<file path="config.mk">
export PLATFORM = sky130hd
export DESIGN_NAME = key_debouncer_flat
export DESIGN_NICKNAME = d
export VERILOG_FILES = /design/src/rtl/key_debouncer_if.sv /design/src/rtl/key_debouncer.sv /design/src/flat_wrapper.sv
export SDC_FILE = /design/constraint.sdc
export NUM_CORES = 1
export LEC_CHECK = 0
export BUFFER_PORTS_ARGS = -buffer_cell sky130_fd_sc_hd__buf_4
export CAP_MARGIN = 20
export CORE_UTILIZATION = 59
export CTS_BUF_LIST = sky130_fd_sc_hd__clkbuf_4 sky130_fd_sc_hd__clkbuf_8 sky130_fd_sc_hd__clkbuf_16
export DETAILED_ROUTE_END_ITERATION = 12
export GPL_TIMING_DRIVEN = 0
export HOLD_SLACK_MARGIN = 0.03
export PLACE_DENSITY_LB_ADDON = 0.12
export SYNTH_ARGS = -nofsm -noshare
export SYNTH_HDL_FRONTEND = slang
export SYNTH_SLANG_ARGS = --single-unit
</file>
<file path="constraint.sdc">
create_clock -name clk50m_i -period 3.6 [get_ports clk50m_i]
set_clock_uncertainty 0.2 [all_clocks]
set_input_delay 0.54 -clock clk50m_i [delete_from_list [all_inputs] [get_ports clk50m_i]]
set_output_delay 0.54 -clock clk50m_i [all_outputs]
set_load 0.05 [all_outputs]
</file>
<file path="src/rtl/key_debouncer_if.sv">
// Key conditioning bus: raw pins in, debounced level and edge strobes out.
// master = pin/board side and consumer, slave = the debouncer itself.
interface key_debouncer_if #(
   parameter int KEY_W = 4
);
   logic [KEY_W-1:0] key_i;
   logic [KEY_W-1:0] key_o;
   logic [KEY_W-1:0] key_press_o;
   logic [KEY_W-1:0] key_release_o;

   modport master (
      output key_i,
      input  key_o,
      input  key_press_o,
      input  key_release_o
   );

   modport slave (
      input  key_i,
      output key_o,
      output key_press_o,
      output key_release_o
   );
endinterface

</file>
<file path="src/rtl/key_debouncer.sv">
// Per-key 2-FF synchroniser followed by a saturating-window debounce counter,
// producing a clean pressed level plus registered one-cycle press/release strobes.
module key_debouncer #(
   parameter int KEY_W           = 4,
   parameter int DEBOUNCE_CYCLES = 500000,
   parameter int ACTIVE_LOW      = 1
) (
   input  logic            clk50m_i,
   input  logic            rst_n_i,
   key_debouncer_if.slave  key_if
);

   localparam int CNT_W = $clog2(DEBOUNCE_CYCLES);
   localparam logic [CNT_W-1:0] CNT_MAX = CNT_W'(DEBOUNCE_CYCLES - 1);
   // Sync flops idle at the released pin level so reset never looks like a press.
   localparam logic [KEY_W-1:0] SYNC_INIT = (ACTIVE_LOW != 0) ? {KEY_W{1'b1}} : {KEY_W{1'b0}};

   logic [KEY_W-1:0] s1_q, s1_d;
   logic [KEY_W-1:0] s2_q, s2_d;
   logic [KEY_W-1:0] key_q, key_d;
   logic [KEY_W-1:0] press_q, press_d;
   logic [KEY_W-1:0] release_q, release_d;
   logic [CNT_W-1:0] cnt_q [KEY_W];
   logic [CNT_W-1:0] cnt_d [KEY_W];
   logic [KEY_W-1:0] norm;

   always_comb begin
      s1_d      = key_if.key_i;
      s2_d      = s1_q;
      norm      = (ACTIVE_LOW != 0) ? ~s2_q : s2_q;
      key_d     = key_q;
      press_d   = '0;
      release_d = '0;
      for (int i = 0; i < KEY_W; i++) begin
         cnt_d[i] = cnt_q[i];
         if (norm[i] == key_q[i]) begin
            cnt_d[i] = '0;
         end else if (cnt_q[i] == CNT_MAX) begin
            key_d[i]     = norm[i];
            cnt_d[i]     = '0;
            press_d[i]   = norm[i];
            release_d[i] = ~norm[i];
         end else begin
            cnt_d[i] = cnt_q[i] + CNT_W'(1);
         end
      end
   end

   always_ff @(posedge clk50m_i or negedge rst_n_i) begin
      if (!rst_n_i) begin
         s1_q      <= SYNC_INIT;
         s2_q      <= SYNC_INIT;
         key_q     <= '0;
         press_q   <= '0;
         release_q <= '0;
         for (int i = 0; i < KEY_W; i++) begin
            cnt_q[i] <= '0;
         end
      end else begin
         s1_q      <= s1_d;
         s2_q      <= s2_d;
         key_q     <= key_d;
         press_q   <= press_d;
         release_q <= release_d;
         for (int i = 0; i < KEY_W; i++) begin
            cnt_q[i] <= cnt_d[i];
         end
      end
   end

   assign key_if.key_o         = key_q;
   assign key_if.key_press_o   = press_q;
   assign key_if.key_release_o = release_q;

endmodule
</file>
<file path="src/flat_wrapper.sv">
// flat-port wrapper written by rule: the top's interface ports become plain ports
module key_debouncer_flat 
#(
   parameter int KEY_W           = 4,
   parameter int DEBOUNCE_CYCLES = 500000,
   parameter int ACTIVE_LOW      = 1
)
  (clk50m_i, rst_n_i, key_if_key_i, key_if_key_o, key_if_key_press_o, key_if_key_release_o);
  key_debouncer_if #(.KEY_W(KEY_W)) key_if_i ();
  input  logic clk50m_i;
  input  logic rst_n_i;
  input wire logic [$bits(key_if_i.key_i)-1:0] key_if_key_i;
  output wire logic [$bits(key_if_i.key_o)-1:0] key_if_key_o;
  output wire logic [$bits(key_if_i.key_press_o)-1:0] key_if_key_press_o;
  output wire logic [$bits(key_if_i.key_release_o)-1:0] key_if_key_release_o;
  assign key_if_i.key_i = key_if_key_i;
  assign key_if_key_o = key_if_i.key_o;
  assign key_if_key_press_o = key_if_i.key_press_o;
  assign key_if_key_release_o = key_if_i.key_release_o;
  key_debouncer #(.KEY_W(KEY_W), .DEBOUNCE_CYCLES(DEBOUNCE_CYCLES), .ACTIVE_LOW(ACTIVE_LOW)) u_core (.clk50m_i(clk50m_i), .rst_n_i(rst_n_i), .key_if(key_if_i));
endmodule
</file>
# Word level (Yosys, flattened, before mapping)
# Cells that the tools add are included.
dict set report totals {
  word_cells 61
  regBits 96
  out_inout_bits 12
  inputBits 6
}
dict set report op_classes {
  n_addsub 4
  reduce_logical 4
  n_eq_ne 8
  mux 24
  bitwise 9
}
# cell n
set op_table {}
lappend op_table {{$mux W19} 8}
lappend op_table {{$add A19 B1 Y19 const B} 4}
lappend op_table {{$eq A19 B19 Y1 const B} 4}
lappend op_table {{$mux W1} 16}
lappend op_table {{$not A1 Y1} 8}
lappend op_table {{$reduce_and A2 Y1} 4}
lappend op_table {{$eq A1 B1 Y1} 4}
lappend op_table {{$not A4 Y4} 1}

# Depth between registers and ports, before layout
# Gate-level depths: netlist (run 1).
dict set report depth {
  word_depth 4
  ltp_mapped 7
  depth_no_buf 5
}

# Least setup slack after synthesis (run 1)
# No wires, ideal clock.
dict set report synth_timing {
  kind {register to register}
  startpoint {register u_core.cnt_q[57] (netlist bit)}
  endpoint {register u_core.cnt_q[63] (netlist bit)}
  setup_time_ps 121
  n_path_buf 2
  arrival_ps 1806
  path_slack_ps 1473
  path_stages_with_launch 8
  period_less_slack_ps 2127
  required_ps 3279
  cell_sequence {dfrtp_1 -> ha_1 -> and4_1 -> clkbuf_1 -> nand2_1 -> o21ai_1 -> buf_2 -> nor2_1}
}
# element line_no
set synth_rtl {}
lappend synth_rtl {{start: declaration} key_debouncer.sv:23} ;# logic [CNT_W-1:0] cnt_q [KEY_W];
lappend synth_rtl {{start signal: indexed assignment} key_debouncer.sv:66} ;# cnt_q[i] <= cnt_d[i];

==> results_dict.tcl, run 1 <==
set metrics [dict create \
    finalHoldViolCount 0 \
    layout_common_cells "88 x dfrtp_1, 59 x nor2_1, 35 x xnor2_1" \
    vias 3254 \
    layout-area-overhead-vs-synth_pct 10.6 \
    slew_viol_final 0 \
    leakagePower_nw 1.97 \
    grt_use_met3_pct 7.29 \
    finalSetupTns_ps 0 \
    yosysWarnings 0 \
    worst-path-buf-inv 2 \
    dp_slack_ps 993 \
    crit_arrival_ps 2670 \
    dr.pass1.iters 7 \
    row_count 31 \
    postCtsSetupRepairBufs 0 \
    finalNetCount 476 \
    avgViaCountPerCell 5.71 \
    ctsRootBufferMaster "clkbuf_8" \
    p_total_mw 1.84 \
    grt_overflow 0 \
    die_w_um 89.0 \
    post-route-period-util_pct 72.9 \
    slew_headroom_pct 43.3 \
    path_class "reg -> reg" \
    ios 18 \
    r2r_cells 7 \
    cap_violations 0 \
    crit_fanout 10 \
    mostFrequentLayoutCell "dfrtp_1" \
    avgSynthCellArea_um2 10.3 \
    rrSetupSlack_ps 970 \
    cts_tree "done" \
    clock-sinks 96 \
    fin_ws_ps 974 \
    clockBufferDepth 2 \
    status "finished clean" \
    layout-drive-gt1-share_pct 13.2 \
    htree_levels 3 \
    gr-usage-met1_pct 28.2 \
    fp.dieH_um 89.0 \
    clk_pin_slew_ps 80 \
    cellPowerDensity_nw_per_um2 372 \
    r2r_end "u_core.cnt_q[72]$_DFF_PN0_" \
    worstMarginPinSlew_ps 841 \
    yosysSeqAreaShare_pct 54.0 \
    drc 0 \
    busiest_layer "met2" \
    antenna_found_initial 0 \
    port_buffers 17 \
    wire_per_inst_um 14.0 \
    start_util_pct 61.3 \
    rsz0062_at_grt "false" \
    worstPathRequired_ps 3650 \
    dp_hpwl_um 5480 \
    grt_use_total_pct 22.3 \
    cp-start-kind "flip-flop" \
    hold_ws_ps 79.2 \
    max_freq_ghz 0.381 \
    synth-seq-cells 96 \
    syn_inst 436 \
    grt_max_degree 50 \
    drt-total-wl_um 7990 \
    antenna_left 0 \
    cp_cell_sequence "ha_1, and4_1, clkbuf_1, nand2_1, o21ai_1, buf_2, nor2_1" \
    diodes 0 \
    fin_util_pct 67.8 \
    slowest_stage "o21ai_1" \
    peakVddDrop_mv 0.283 \
    drtIter0Drc 116 \
    use_met2_pct 36.4 \
    clk_latency_ps 370 \
    syn_area_um2 4470 \
    finalSetupViolCount 0 \
    worst_setup_path_end_kind "flip-flop" \
    dieArea_um2 7930 \
    cts_buffers 9 \
    grt_pass1_vias 3022 \
    crit_family "buffers and inverters" \
    gp_congestion 0.833 \
    synth_nets 446 \
    grt_pass1_wl_um 13300 \
    final.min_clock_period_ps 2630 \
    cpPeakStageDelay_ps 560 \
    worstReg2RegStart "u_core.cnt_q[57]$_DFF_PN0_" \
    core-area_um2 7290 \
    startpoint "u_core.cnt_q[57]$_DFF_PN0_" \
    cp-endpoint "u_core.cnt_q[72]$_DFF_PN0_" \
    crit_cells 7 \
    hp-class "in -> reg" \
    synth_cell_types 38 \
]
state kept, by name, summed over array words and instances, names as in the netlist:
name and flops:
u_core.key_if.key_o 4, u_core.key_if.key_press_o 4, u_core.key_if.key_release_o 4, u_core.s1_q 4, u_core.cnt_q 76, u_core.s2_q 4
cells by family after synthesis:
kind of cell | Yosys count | share of synthesized area (%)
buf+inv | 27 | 2.41
compound gates | 48 | 6.61
fa+ha+maj | 4 | 1.12
simple gates | 207 | 25.2
mux | 3 | 0.672
xor+xnor | 51 | 9.99
flops | 96 | 54.0
cells in the mapped netlist (all sizes together):
library cell  count  share of area, %
buf               5              0.56
dfstp             8               4.7
nor3              9               1.0
or3              14               2.0
or2               3              0.42
nor3b             4              0.67
nor4bb            1              0.22
nand3            25               3.2
o31ai            12               2.2
and2              5              0.70
dfrtp            88                49
and4              6               1.2
a21oi            21               2.4
clkbuf            5              0.42
xor2             16               3.1
ha                4               1.1
or4              12               2.0
nand4            20               3.1
o41ai             2              0.56
and4bb            1              0.28
and3              4              0.56
inv              17               1.4
nor4b             2              0.39
nor2             59               5.0
xnor2            35               6.9
or3b              1              0.20
nor4             14               2.0
o21ai            13               1.5
mux2i             3              0.67
nand3b            1              0.17
nand2            26               2.2
routing by layer:
layer | routed length, um | part of all wire [%]
met2 | 3870 | 48
met4 | 117 | 1.5
met5 | 0 | 0
met3 | 211 | 2.6
met1 | 3790 | 47
power breakdown:
group | internal, mW | leakage [nW] | switching, mW
registers | 1.10 | 1.30 | 0.0164
clock network | 0.302 | 0.0906 | 0.356
logic | 0.0221 | 0.572 | 0.0477
total | 1.42 | 1.97 | 0.420
worst min-delay path by stage:
| stage | cells past startpoint | start | to |
|---|---|---|---|
| finish | 1 | key_if_key_i[1] | u_core.s1_q[1]$_DFF_PN1_ |
| floorplan | 0 | rst_n_i | u_core.cnt_q[0]$_DFF_PN0_ |
| detailed placement | 0 | u_core.s1_q[0]$_DFF_PN1_ | u_core.s2_q[0]$_DFF_PN1_ |
| CTS | 1 | key_if_key_i[2] | u_core.s1_q[2]$_DFF_PN1_ |
| global route | 1 | key_if_key_i[1] | u_core.s1_q[1]$_DFF_PN1_ |
| global placement | 0 | u_core.s1_q[3]$_DFF_PN1_ | u_core.s2_q[3]$_DFF_PN1_ |
per-stage QoR:
step	instance area (um2)	instances
2_1_floorplan	4470	436
3_3_place_gp	4720	552
3_5_place_dp	4750	553
4_1_cts	4940	570
5_1_grt	4940	570
6_report	4940	570
area by class of cell:
cell class	instances	area, um2
plain buffers	10	43.8
clock buffers	14	168
clock inverters	2	15.0
fillers	616	2350
inverters	17	63.8
multi-input cells	313	1950
flip-flops and latches	96	2410
well taps	99	124
repair buffers	19	165
timing repair:
item	in CTS	in global routing
endpoints found under the hold margin	44	0
hold buffers	1	0
gates resized for setup	0	0
(Power assumes the default switching activity.)
==> inputs of run 2 (changes only) <==
==> constraint.sdc (replaced) <==
create_clock -name clk50m_i -period 2.72 [get_ports clk50m_i]
set_clock_uncertainty 0.2 [all_clocks]
set_input_delay 0.408 -clock clk50m_i [delete_from_list [all_inputs] [get_ports clk50m_i]]
set_output_delay 0.408 -clock clk50m_i [all_outputs]
set_load 0.05 [all_outputs]
==> results_dict.tcl, run 2 (same netlist as run 1, synthesis figures left out) <==
set metrics [dict create \
    dr.pass1.iters 4 \
    postCtsSetupRepairBufs 0 \
    grt_pass1_vias 3059 \
    diodes 0 \
    vias 3270 \
    fp.dieH_um 89.0 \
    worstMarginPinSlew_ps 847 \
    clk_latency_ps 360 \
    cellPowerDensity_nw_per_um2 489 \
    grt_pass1_wl_um 13400 \
    cp-start-kind "flip-flop" \
    seq_area_um2 2410 \
    mostFrequentLayoutCell "dfrtp_1" \
    avgViaCountPerCell 5.70 \
    finalSetupViolCount 0 \
    layout-area-overhead-vs-synth_pct 11.5 \
    die_w_um 89.0 \
    htree_levels 3 \
    instances_no_fill 574 \
    final_area_um2 4980 \
    drt-total-wl_um 8050 \
    layout_common_cells "88 x dfrtp_1, 59 x nor2_1, 35 x xnor2_1" \
    max_freq_ghz 0.407 \
    dp_slack_ps 113 \
    antenna_left 0 \
    largest_reg_flops 76 \
    hp-class "reg -> reg" \
    wire_per_inst_um 14.0 \
    grt_max_degree 50 \
    multi_input_area_um2 1950 \
    largest_register "u_core.cnt_q" \
    cap_violations 0 \
    port_buffers 17 \
    finalNetCount 480 \
    rsz0062_at_grt "false" \
    clk_pin_slew_ps 90 \
    hold_ws_ps 152 \
    dp_hpwl_um 5480 \
    grt_use_total_pct 22.5 \
    worstPathRequired_ps 2740 \
    ctsRootBufferMaster "clkbuf_8" \
    start_util_pct 61.3 \
    finalHoldViolCount 0 \
    leakagePower_nw 1.98 \
    gp_congestion 0.833 \
    clock-sinks 96 \
    dieArea_um2 7930 \
    crit_arrival_ps 2480 \
    final.min_clock_period_ps 2460 \
    cts_buffers 9 \
    slew_viol_final 0 \
    status "finished clean" \
    drc 0 \
    clockBufferDepth 2 \
    core-area_um2 7290 \
    peakVddDrop_mv 0.380 \
    ios 18 \
    drtIter0Drc 121 \
    finalSetupTns_ps 0 \
    antenna_found_initial 0 \
    grt_overflow 0 \
    row_count 31 \
    layout-drive-gt1-share_pct 13.3 \
    worst_setup_path_end_kind "flip-flop" \
    placed_cell_area_um2 4750 \
    n_fill_cell 611 \
    fin_ws_ps 261 \
    placed_cells 553 \
    post-route-period-util_pct 90.4 \
    path_class "reg -> reg" \
    cts_tree "done" \
    crit_fanout 10 \
    slew_headroom_pct 42.9 \
]
[run 2: timing repair]
| item | in CTS | in global routing |
|---|---|---|
| setup endpoints to repair | 0 | 10 |
| hold buffers | 5 | 0 |
| gates resized for setup | 0 | 1 |
| hold endpoints to repair | 48 | 0 |
[run 2: layer usage]
| layer | up-vias | part of all wire (%) | GRT usage, % |
|---|---|---|---|
| li1 | 1616 | - | - |
| met1 | 1603 | 47 | 28.3 |
| met2 | 42 | 48 | 36.9 |
| met3 | 9 | 3.2 | 7.29 |
| met4 | 0 | 1.3 | 7.50 |
| met5 | - | 0 | 0 |
[run 2: critical path, cell delays in order (launching register included)]
cell	delay (ps)
dfrtp_1	440
nor4_1	320
nand4_1	200
o31ai_2	640
clkbuf_1	420
nor2_1	100
[run 2: path summary, 6_finish.rpt]
| kind | from | to | slack (ps) | depth (start not counted) |
|---|---|---|---|---|
| worst min-delay path | u_core.s1_q[3]$_DFF_PN1_ | u_core.s2_q[3]$_DFF_PN1_ | 150 | 0 |
| worst min register to register | u_core.s1_q[3]$_DFF_PN1_ | u_core.s2_q[3]$_DFF_PN1_ | 150 | 0 |
| worst max register to register | u_core.cnt_q[50]$_DFF_PN0_ | u_core.cnt_q[39]$_DFF_PN0_ | 260 | 5 |
| max in group asynchronous | rst_n_i | u_core.s2_q[0]$_DFF_PN1_ | 1220 | 3 |
| worst max-delay path | u_core.cnt_q[50]$_DFF_PN0_ | u_core.cnt_q[39]$_DFF_PN0_ | 260 | 5 |
| min in group asynchronous | rst_n_i | u_core.cnt_q[32]$_DFF_PN0_ | 390 | 2 |
[run 2: power by group]
part | switching (mW) | internal, mW
registers | 0.0217 | 1.45
logic | 0.0642 | 0.0331
clock network | 0.469 | 0.400
[run 2: final cells by class]
class | count | area share [%]
buffer | 10 | 0.879
clock buffer | 14 | 3.36
clock inverter | 2 | 0.301
inverter | 17 | 1.28
multi-input combinational | 313 | 39.2
sequential | 96 | 48.4
tap | 99 | 2.48
timing repair buffer | 23 | 4.12
[run 2: through the flow]
stage | total power [mW] | util [%]
after floorplan | 1.54 | -
after global placement | 1.59 | 64.7
after detailed placement | 1.59 | 65.1
after CTS | 2.48 | 68.3
after global routing | 2.55 | 68.4
final | 2.44 | 68.4
